[src/rtl/mesh_port_arbiter.sv]
// rtl/mesh_port_arbiter.sv - round-robin packet-locking arbiter for one mesh output link
module mesh_port_arbiter #(
  parameter int BUS_SIZE   = 4,
  parameter int REQ_NUM    = 5,
  parameter int PACKET_LEN = 3
) (
  input  logic                        clk_i,
  input  logic                        rst_i,
  input  logic [REQ_NUM*BUS_SIZE-1:0] req_data_i,
  input  logic [REQ_NUM-1:0]          req_w_i,
  output logic [REQ_NUM-1:0]          req_r_o,
  output logic [BUS_SIZE-1:0]         data_o,
  output logic                        out_w_o,
  input  logic                        out_r_i,
  output logic [REQ_NUM-1:0]          grant_o,
  output logic                        busy_o
);

  localparam int IDX_W = (REQ_NUM > 1) ? $clog2(REQ_NUM) : 1;
  localparam int CNT_W = $clog2(PACKET_LEN + 1);

  typedef enum logic {
    IDLE,
    LOCKED
  } state_t;

  state_t           state_q, state_d;
  logic [IDX_W-1:0] gnt_idx_q, gnt_idx_d;
  logic [IDX_W-1:0] ptr_q, ptr_d;
  logic [CNT_W-1:0] cnt_q, cnt_d;

  logic             sel_found;
  logic [IDX_W-1:0] sel_idx;
  logic             transfer;
  logic             last_flit;

  // Round-robin pick: first requesting source scanning ptr, ptr+1, ... with wrap.
  always_comb begin
    sel_found = 1'b0;
    sel_idx   = '0;
    for (int i = 0; i < REQ_NUM; i++) begin
      for (int k = 0; k < REQ_NUM; k++) begin
        if (!sel_found && req_w_i[k] && (((int'(ptr_q) + i) % REQ_NUM) == k)) begin
          sel_found = 1'b1;
          sel_idx   = IDX_W'(k);
        end
      end
    end
  end

  // Link-side outputs: everything is driven to zero unless a packet is locked.
  always_comb begin
    grant_o = '0;
    req_r_o = '0;
    data_o  = '0;
    out_w_o = 1'b0;
    busy_o  = 1'b0;
    if (state_q == LOCKED) begin
      busy_o = 1'b1;
      for (int k = 0; k < REQ_NUM; k++) begin
        if (gnt_idx_q == IDX_W'(k)) begin
          grant_o[k] = 1'b1;
          req_r_o[k] = out_r_i;
          out_w_o    = req_w_i[k];
          data_o     = req_data_i[k*BUS_SIZE +: BUS_SIZE];
        end
      end
    end
  end

  assign transfer  = out_w_o & out_r_i;
  assign last_flit = (cnt_q == CNT_W'(PACKET_LEN - 1));

  // Next-state: grant in IDLE, count flits in LOCKED, release and advance ptr on the last flit.
  always_comb begin
    state_d   = state_q;
    gnt_idx_d = gnt_idx_q;
    ptr_d     = ptr_q;
    cnt_d     = cnt_q;
    unique case (state_q)
      IDLE: begin
        if (sel_found) begin
          state_d   = LOCKED;
          gnt_idx_d = sel_idx;
          cnt_d     = '0;
        end
      end
      LOCKED: begin
        if (transfer) begin
          if (last_flit) begin
            state_d = IDLE;
            cnt_d   = '0;
            ptr_d   = (gnt_idx_q == IDX_W'(REQ_NUM - 1)) ? '0 : gnt_idx_q + 1'b1;
          end else begin
            cnt_d = cnt_q + 1'b1;
          end
        end
      end
      default: state_d = IDLE;
    endcase
  end

  // State registers with synchronous reset; reset abandons any partial packet.
  always_ff @(posedge clk_i) begin
    if (rst_i) begin
      state_q   <= IDLE;
      gnt_idx_q <= '0;
      ptr_q     <= '0;
      cnt_q     <= '0;
    end else begin
      state_q   <= state_d;
      gnt_idx_q <= gnt_idx_d;
      ptr_q     <= ptr_d;
      cnt_q     <= cnt_d;
    end
  end

endmodule

[config.mk]
export PLATFORM = sky130hd
export DESIGN_NAME = mesh_port_arbiter
export DESIGN_NICKNAME = d
export VERILOG_FILES = /design/src/rtl/mesh_port_arbiter.sv
export SDC_FILE = /design/constraint.sdc
export NUM_CORES = 1
export LEC_CHECK = 0
export ABC_AREA = 0
export CAP_MARGIN = 15
export CORE_ASPECT_RATIO = 0.6
export CORE_UTILIZATION = 40
export CTS_CLUSTER_SIZE = 28
export DETAILED_ROUTE_END_ITERATION = 7
export GPL_TIMING_DRIVEN = 0
export REMOVE_ABC_BUFFERS = 1
export SLEW_MARGIN = 20
export SYNTH_ARGS = -nofsm -noshare
export SYNTH_HDL_FRONTEND = slang
export SYNTH_SLANG_ARGS = --single-unit
[constraint.sdc]
create_clock -name clk_i -period 5.5 [get_ports clk_i]
set_input_delay 0.825 -clock clk_i [delete_from_list [all_inputs] [get_ports clk_i]]
set_output_delay 0.825 -clock clk_i [all_outputs]
set_load 0.02 [all_outputs]
# After elaboration in Yosys (flattened, before gate mapping)
# Index checks and enable logic that the tools add are counted.
[totals] rom_bits=0 register_bits=9 elab_cells=209 mem_bits_rw=0 mem_count=0 out_inout_bits=16 latchBits=0
[classes] shift=0 reduce_logical=82 eq_ne=27 n_mux=83 order_cmp=0 div_mod_pow=5 bitwise_logic=2 addsub=6 multipliers=0
[ops] cell="== test 32 x 3 -> 1 bit (second input constant)" count=10
[ops] cell="== test 32 x 2 -> 1 bit (second input constant)" count=5
[ops] cell="== test 32 x 4 -> 1 bit (second input constant)" count=5
[ops] cell="zero test 32 bit" count=5
[ops] cell="modulo 32 x 4 -> 32 bit (second input constant)" count=4
[ops] cell="two-way mux 3 bit" count=24
[ops] cell="logical AND 1 bit" count=49
[ops] cell="two-way mux 1 bit" count=46
[ops] cell="modulo 4 x 4 -> 32 bit (second input constant)" count=1
[ops] cell="zero test 1 bit" count=24
[ops] cell="two-way mux 4 bit" count=6
[ops] cell="two-way mux 5 bit" count=2
[ops] cell="adder 3 x 2 -> 4 bit (second input constant)" count=2
[ops] cell="== test 3 x 2 -> 1 bit (second input constant)" count=2
[ops] cell="two-way mux 2 bit" count=3
[ops] cell="adder 3 x 1 -> 4 bit (second input constant)" count=1
[ops] cell="adder 3 x 3 -> 4 bit (second input constant)" count=1
[ops] cell="one-hot mux 2 bit (2 select lines)" count=1
[ops] cell="AND reduction 2 bit" count=2
[ops] cell="adder 3 x 1 -> 3 bit (second input constant)" count=1
[ops] cell="== test 3 x 1 -> 1 bit (second input constant)" count=1
[ops] cell="== test 3 bit (second input constant)" count=1
[ops] cell="zero test 3 bit" count=1
[ops] cell="AND reduction 3 bit" count=1
[ops] cell="other kinds (7)" count=7

# Longest topological paths before layout
# Gate-level depths: netlist of the first run.
[depth] ltp_word=102 ltp_mapped=26 ltp_nobuf=19

# Least setup slack after synthesis of the first run
# OpenSTA, ideal clock, no wires.
[synth_timing] path_type="register to register" from="reg ptr_q[0]" to="reg gnt_idx_q[0]" t_required_ps=5405 t_arrival_ps=5283 setup_time_ps=95 stages_incl_launch_ff=26 synth_period_minus_slack_ps=5379 setup_slack_ps=121 path_cell_list="dfxtp_1 buf_6 clkbuf_8 clkbuf_1 clkbuf_1 inv_1 ha_1 inv_1 ha_1 clkbuf_1 inv_1 ha_1 nor3_2 o21a_1 or2_1 clkbuf_1 ha_1 clkbuf_1 nor2b_1 o22a_1 nor3_1 a41oi_1 a31oi_2 o41ai_4 a31oi_1 a221oi_1"
[synth_via] elab_chain_cells=101
[synth_lines] item="start, declared" line_no="29" rtl="logic [IDX_W-1:0] ptr_q, ptr_d;"
[synth_lines] item="start signal, assigned" line_no="113" rtl="ptr_q <= ptr_d;"
[synth_lines] item="parallel branches: the longest is 101 deep, another holds modulo 32 x 4 -> 32 bit"
[synth_lines] item="end signal, assigned" line_no="112" rtl="gnt_idx_q <= gnt_idx_d;"
[synth_lines] item="end, declared" line_no="28" rtl="logic [IDX_W-1:0] gnt_idx_q, gnt_idx_d;"
# Parallel ways; which one is timed is not known.
# A chain may end at the register's enable or synchronous reset.

# Final worst setup path of the first run
[layout_timing] from="reg ptr_q[1]" to="reg gnt_idx_q[0]"
# Same word-level chain as after synthesis.

==> results.py, run 1 <==
metrics = {
    "logic_synthesis": {
        "yosys_warnings": 0,
        "yosys.area_share.simple": 0.3036,
        "yosysSeqAreaShare": 0.05980,
        "synth_edf_count": 0,
        "muxShareOfSynthArea": 0.03738,
        "synth_top_family_by_area": "compound AO/OA/AOI/OAI gates",
        "synth_flop_cell": "dfxtp_1",
        "synthesis.area_um2": 3013,
        "synth_compound_area_frac": 0.3584,
        "async_reset_ff_frac": 0,
        "syn_avg_cell_area_um2": 6.879,
        "ys_ff_latch": 9,
        "synth_fa_ha_area_frac": 0.1395,
        "netlist_instances": 438,
        "synth_cell_type_count": 83,
        "synth-xor-area-share": 0.01412,
    },
    "sta": {
        "timing.final.crit_share": 0.9558,
        "slew_viol_final": 0,
        "fin_skew_ps": 0.5613,
        "finalSetupViolations": 0,
        "hold_viol_final": 0,
        "whs_ps": 519.4,
        "fmaxAchievable_mhz": 190.2,
        "worstMarginPinSlew_ps": 930.1,
        "grt_setup_unrepaired": "no",
        "setup_ws_ps": 243.2,
        "period_minus_slack_ps": 5257,
        "maxSlewHeadroom": 0.3799,
    },
    "route": {
        "vias": 3472,
        "drc": 0,
        "viasPerCell": 6.123,
        "ant_nets": 0,
        "wl_per_cell_um": 17.87,
        "drt-pass1-iter-count": 4,
        "drt_iter0_drc": 353,
        "routed_wl_mm": 10.13,
    },
    "finish": {
        "nets": 525,
        "diodes": 0,
        "area_delta_synth_final_pct": 18.69,
        "drive_gt1_frac": 0.08207,
        "fin_util": 0.4921,
        "n_fill_cell": 744,
    },
    "setup_path": {
        "cp_max_fo": 14,
        "cp-start-kind": "flop",
        "r2r_cells": 15,
        "arrival_ps": 5350,
        "end_kind": "flop",
        "slowest_stage": "a311oi_1",
        "worstSetupPathDepth": 15,
        "cp-startpoint": "ptr_q[1]$_SDFFE_PP0P_",
        "r2r-end": "gnt_idx_q[0]$_SDFFE_PP0P_",
        "path_buf_inv": 2,
        "critPathMaxStageDelay_ps": 550,
        "critPathTopFamily": "compound AO/OA/AOI/OAI gates",
        "rrSetupSlack_ps": 240,
        "cp_cell_sequence": "clkinvlp_4, buf_4, ha_1, o31ai_1, xnor2_1, ha_1, fa_1, or4_1, a32o_1, a311oi_1, o31ai_2, nand4_1, o41ai_4, a31oi_1, a221oi_1",
        "endpoint": "gnt_idx_q[0]$_SDFFE_PP0P_",
        "rr_startpoint": "ptr_q[1]$_SDFFE_PP0P_",
        "crit_top_cell": "ha_1",
        "required_ps": 5590,
        "criticalPathCategory": "reg2reg",
    },
    "clock_network": {
        "cts.path.max_buffers": 2,
        "cts_root_buf": "clkbuf_16",
        "clk_pin_slew_worst_paths_ps": 40,
        "cts_tree": "built",
        "cts_buffers": 3,
        "clock_latency_ps": 230,
        "cts.sinks": 9,
        "cts_max_level": 1,
        "cts_hold_buffers": 0,
    },
    "run_status": {
        "outcome": "finished clean",
    },
    "global_routing": {
        "grt_use_total": 0.2599,
        "grt_pass1_wl_mm": 16.39,
        "antenna_found_initial": 0,
        "grt_max_degree": 43,
        "grt_pass1_vias": 2972,
        "overflow": 0,
    },
    "placed_design": {
        "hpwlAfterDp_mm": 7.845,
        "gp_congestion": 0.8687,
        "place_ws_ps": -338.1,
        "port_buffers": 43,
    },
    "floorplan": {
        "io_pins": 44,
        "die-area_um2": 7895,
        "die_width_um": 114.0,
        "num_rows": 24,
        "die_y_um": 69.23,
        "start_util": 0.4146,
        "core_area_um2": 7267,
    },
    "power_and_ir_drop": {
        "p_per_area_nw_per_um2": 94.10,
        "leakagePower_nw": 1.320,
        "peakVddDrop_mv": 0.1090,
        "finalPower_mw": 0.3365,
    },
    "run": {
        "drv_cap": 0,
    },
    "worst_hold_path": {
        "holdCritPathClass": "reg2reg",
    },
}
cells in the mapped netlist, types with 6 or more instances:
| cell | instances | area (um2) |
|---|---|---|
| nand2b_1 | 6 | 37.54 |
| inv_1 | 26 | 97.59 |
| o211ai_1 | 6 | 45.04 |
| mux2i_1 | 9 | 90.09 |
| a31oi_1 | 6 | 37.54 |
| nor2b_1 | 7 | 43.79 |
| o21ai_0 | 16 | 80.08 |
| a211oi_1 | 15 | 112.6 |
| dfxtp_1 | 9 | 180.2 |
| a22oi_1 | 6 | 45.04 |
| nor3_1 | 16 | 80.08 |
| a21oi_1 | 24 | 120.1 |
| nand3_1 | 12 | 60.06 |
| nand4_1 | 7 | 43.79 |
| ha_1 | 32 | 400.4 |
| clkbuf_1 | 15 | 56.30 |
| and2_1 | 6 | 37.54 |
| nand2_1 | 43 | 161.4 |
| nor2_1 | 52 | 195.2 |
flip-flops by register name, summed over array words and instances (netlist names):
signal / cells
gnt_idx_q: 3
state_q: 1
cnt_q: 2
ptr_q: 3
kinds of logic (layout without fill, tap and decap cells):
logic type | count (synthesis) | after routing
mux | 11 | 11
xor+xnor | 4 | 4
buf+inv | 56 | 81
compound gates | 143 | 143
fa+ha+maj | 33 | 33
simple gates | 182 | 182
flops | 9 | 9
through the flow:
step	std cells	instance area [um2]	TNS, ps
5_1_grt	567	3576	0
2_1_floorplan	412	2863	0
4_1_cts	564	3536	0
3_3_place_gp	559	3423	-5110
6_report	567	3576	0
3_5_place_dp	560	3445	-1245
where the power goes:
| part | total [mW] | switching (mW) | leakage, nW | internal (mW) |
|---|---|---|---|---|
| combinational | 0.132 | 0.0721 | 1.21 | 0.0601 |
| clock | 0.129 | 0.0325 | 0.0382 | 0.0970 |
| sequential | 0.0748 | 0.00580 | 0.0752 | 0.0690 |
| total | 0.336 | 0.110 | 1.32 | 0.226 |
area by class of cell:
class                   count  area (um2)  area share
multi-input cells         373        2594      0.7253
repair buffers             47       473.0      0.1323
flip-flops and latches      9       183.9     0.05143
well taps                 104       130.1     0.03639
inverters                  30       116.4     0.03254
clock buffers               4       78.83     0.02204
tightest hold or removal path: cells and delay by family, from the launching register on:
| kind | cells | cell delay [ps] |
|---|---|---|
| and+or+nand+nor | 1 | 70 |
| DFF | 1 | 320 |
| AOI/OAI and AO/OA | 1 | 90 |
per-layer routing:
layer	global-route usage	part of all wire	up-vias
met5	0	0	-
met3	0.03497	0.077	2
met1	0.4523	0.54	1633
li1	-	-	1698
met4	0.02453	0.0020	0
met2	0.3259	0.38	139
worst min path at each step:
stage	from	endpoint	depth (start not counted)
after CTS	cnt_q[1]$_SDFFE_PP0P_	cnt_q[1]$_SDFFE_PP0P_	2
after global routing	cnt_q[1]$_SDFFE_PP0P_	cnt_q[1]$_SDFFE_PP0P_	2
after floorplan	gnt_idx_q[0]$_SDFFE_PP0P_	gnt_idx_q[0]$_SDFFE_PP0P_	2
after global placement	cnt_q[1]$_SDFFE_PP0P_	cnt_q[1]$_SDFFE_PP0P_	2
final	cnt_q[1]$_SDFFE_PP0P_	cnt_q[1]$_SDFFE_PP0P_	2
after detailed placement	cnt_q[1]$_SDFFE_PP0P_	cnt_q[1]$_SDFFE_PP0P_	2
cells in the final DEF, fill, tap and decap left out, drive strengths merged, types with 3 or more instances in the layout:
cell type / count
clkdlybuf4s50: 43
buf: 4
a21boi: 4
nor4: 6
and2: 6
nor3b: 3
nand4b: 3
nand3b: 3
a31o: 5
nor2b: 7
xnor2: 3
clkbuf: 4
nor3: 17
or2: 4
nand4: 8
a221oi: 3
nand3: 12
nor2: 52
nand2: 44
a21o: 5
o21a: 3
dfxtp: 9
o22ai: 3
a21oi: 24
and3: 3
o31ai: 6
mux2i: 9
a31oi: 7
o21ai: 17
a211oi: 16
inv: 27
a311oi: 6
nand2b: 6
o211ai: 6
a41oi: 5
a211o: 5
ha: 32
a22oi: 6
timing repair:
action,CTS,global route
pin swaps,0,1
setup buffers,0,3
resized for setup,2,5
setup endpoints to repair,6,6
Power figures use the tool's default switching activity.
==> run 2, diff against run 1 <==
HOLD_SLACK_MARGIN = 0.08   (was default)
==> results of run 2 <==
The final DEF is identical to that of run 1; final timing and power are the same.
==> run 3, diff against run 2 <==
ABC_AREA = default   (was 0)
CORE_ASPECT_RATIO = 1.25   (was 0.6)
clock period = 6 ns   (was 5.5 ns; I/O delays follow)
==> results.py, run 3 (synthesized netlist as in run 1, its figures left out) <==
metrics = {
    "power_and_ir_drop": {
        "power.switching_mw": 0.09005,
        "power_frac_seq": 0.266,
        "p_per_area_nw_per_um2": 72.81,
        "swShare": 0.3539,
        "internal-power_mw": 0.1644,
        "p_clk_frac": 0.274,
        "peakVddDrop_mv": 0.1375,
        "comb_power_share": 0.460,
        "finalPower_mw": 0.2545,
        "leakagePower_nw": 1.293,
    },
    "global_routing": {
        "grt_max_degree": 32,
        "grt_pass1_vias": 3015,
        "antenna_found_initial": 0,
        "grt_use_total": 0.2339,
        "overflow": 0,
        "grt_pass1_wl_mm": 14.88,
    },
    "clock_network": {
        "cts_resized": 0,
        "cts.path.max_buffers": 2,
        "clk_pin_slew_worst_paths_ps": 50,
        "cts_root_buf": "clkbuf_8",
        "cts_tree": "built",
        "post_cts_buffers": 0,
        "clock_latency_ps": 230,
        "cts.sinks": 9,
        "cts_hold_buffers": 0,
        "cts_buffers": 3,
        "cts_max_level": 1,
    },
    "route": {
        "routed_wl_mm": 9.421,
        "wl_per_cell_um": 17.07,
        "drt-pass1-iter-count": 6,
        "viasPerCell": 6.058,
        "vias": 3344,
        "ant_nets": 0,
        "drt_iter0_drc": 179,
        "drc": 0,
    },
    "floorplan": {
        "die_y_um": 99.03,
        "core_area_um2": 7313,
        "die-area_um2": 7885,
        "die_width_um": 79.63,
        "num_rows": 35,
        "start_util": 0.4120,
        "io_pins": 44,
    },
    "finish": {
        "drive_gt1_frac": 0.06739,
        "final_common_cell": "nor2_1",
        "reg_top3": "gnt_idx_q x3, ptr_q x3, cnt_q x2",
        "area_delta_synth_final_pct": 15.99,
        "diodes": 0,
        "nets": 522,
        "final_cell_mix": "nor2_1, nand2_1, clkdlybuf4s50_1, ha_1, inv_1",
        "finalNonFillerCells": 552,
    },
    "worst_hold_path": {
        "holdCritPathClass": "reg2reg",
        "holdPathStages": 2,
        "whs_endpoint": "gnt_idx_q[0]$_SDFFE_PP0P_",
        "hold_start": "gnt_idx_q[0]$_SDFFE_PP0P_",
    },
    "run": {
        "drv_cap": 0,
    },
    "setup_path": {
        "r2r_cells": 18,
        "criticalPathCategory": "reg2reg",
        "required_ps": 6130,
        "rr_startpoint": "ptr_q[1]$_SDFFE_PP0P_",
        "r2r-end": "gnt_idx_q[0]$_SDFFE_PP0P_",
        "rrSetupSlack_ps": 520,
        "cp-startpoint": "ptr_q[1]$_SDFFE_PP0P_",
        "cp_max_fo": 10,
        "arrival_ps": 5620,
        "end_kind": "flop",
        "cp-start-kind": "flop",
    },
    "sta": {
        "hold_viol_final": 0,
        "grt_setup_unrepaired": "no",
        "period_minus_slack_ps": 5481,
        "timing.final.crit_share": 0.9136,
        "fmaxAchievable_mhz": 182.4,
        "finalSetupViolations": 0,
        "slew_viol_final": 0,
        "worstMarginPinSlew_ps": 874.9,
        "maxSlewHeadroom": 0.4167,
        "fin_skew_ps": 3.818,
    },
    "placed_design": {
        "gp_congestion": 0.8406,
        "port_buffers": 43,
        "hpwlAfterDp_mm": 7.217,
        "dp.cells": 548,
    },
    "run_status": {
        "outcome": "finished clean",
    },
}
==> run 3: routing by layer <==
metal  track usage  wire, um  up-vias
met5             0         0        -
met3       0.02407       534        8
met4       0.04755       116        0
li1              -         -     1685
met1        0.2860      4162     1553
met2        0.4320      4607       98
==> run 3: how the worst max path moves through the flow <==
stage	cells after the start	end	slack [ps]
2_1_floorplan	16	gnt_idx_q[0]$_SDFFE_PP0P_	920
3_3_place_gp	16	gnt_idx_q[0]$_SDFFE_PP0P_	-480
3_5_place_dp	16	gnt_idx_q[0]$_SDFFE_PP0P_	150
4_1_cts	16	gnt_idx_q[0]$_SDFFE_PP0P_	120
5_1_grt	19	gnt_idx_q[0]$_SDFFE_PP0P_	20
6_report	18	gnt_idx_q[0]$_SDFFE_PP0P_	520
==> run 3: area by class of cell <==
cell class                      count  area [um2]
Tap cell                           92       115.1
Timing Repair Buffer               44       457.9
Multi-Input combinational cell    373        2582
Fill cell                         751        3819
Sequential cell                     9       181.4
Inverter                           30       112.6
Clock buffer                        4       45.04
==> run 3: critical path, stage by stage, from the launching register on <==
cell and delay, ps:
dfxtp_1 660, inv_1 370, ha_4 290, inv_1 110, ha_1 270, inv_1 130, ha_1 230, nor3_2 490
nor3_1 100, or2_1 350, ha_1 330, nor2b_1 200, o22ai_2 310, mux2i_1 170, o211ai_1 230, nand4_1 200
nor3_1 480, a21oi_1 150, a221oi_1 300
==> run 3: stage by stage <==
step	setup TNS, ps	utilization	instance area [um2]	setup slack (ps)	hold WS (ps)
floorplan	0	-	2863	924.4	474.3
global placement	-2014	0.4660	3408	-480.3	504.6
detailed placement	0	0.4700	3437	147.6	507.4
CTS	0	0.4761	3482	115.0	513.7
global route	0	0.4778	3495	19.80	559.9
finish	0	0.4778	3495	518.6	516.5
==> run 3: power by group through the flow <==
| stage | Sequential, mW | Combinational (mW) | Clock [mW] |
|---|---|---|---|
| after global placement | 0.0686 | 0.115 | 0 |
| after global routing | 0.0681 | 0.127 | 0.0731 |
| after detailed placement | 0.0685 | 0.116 | 0 |
| after floorplan | 0.0682 | 0.0623 | 0 |
| final | 0.0676 | 0.117 | 0.0698 |
| after CTS | 0.0674 | 0.117 | 0.0703 |
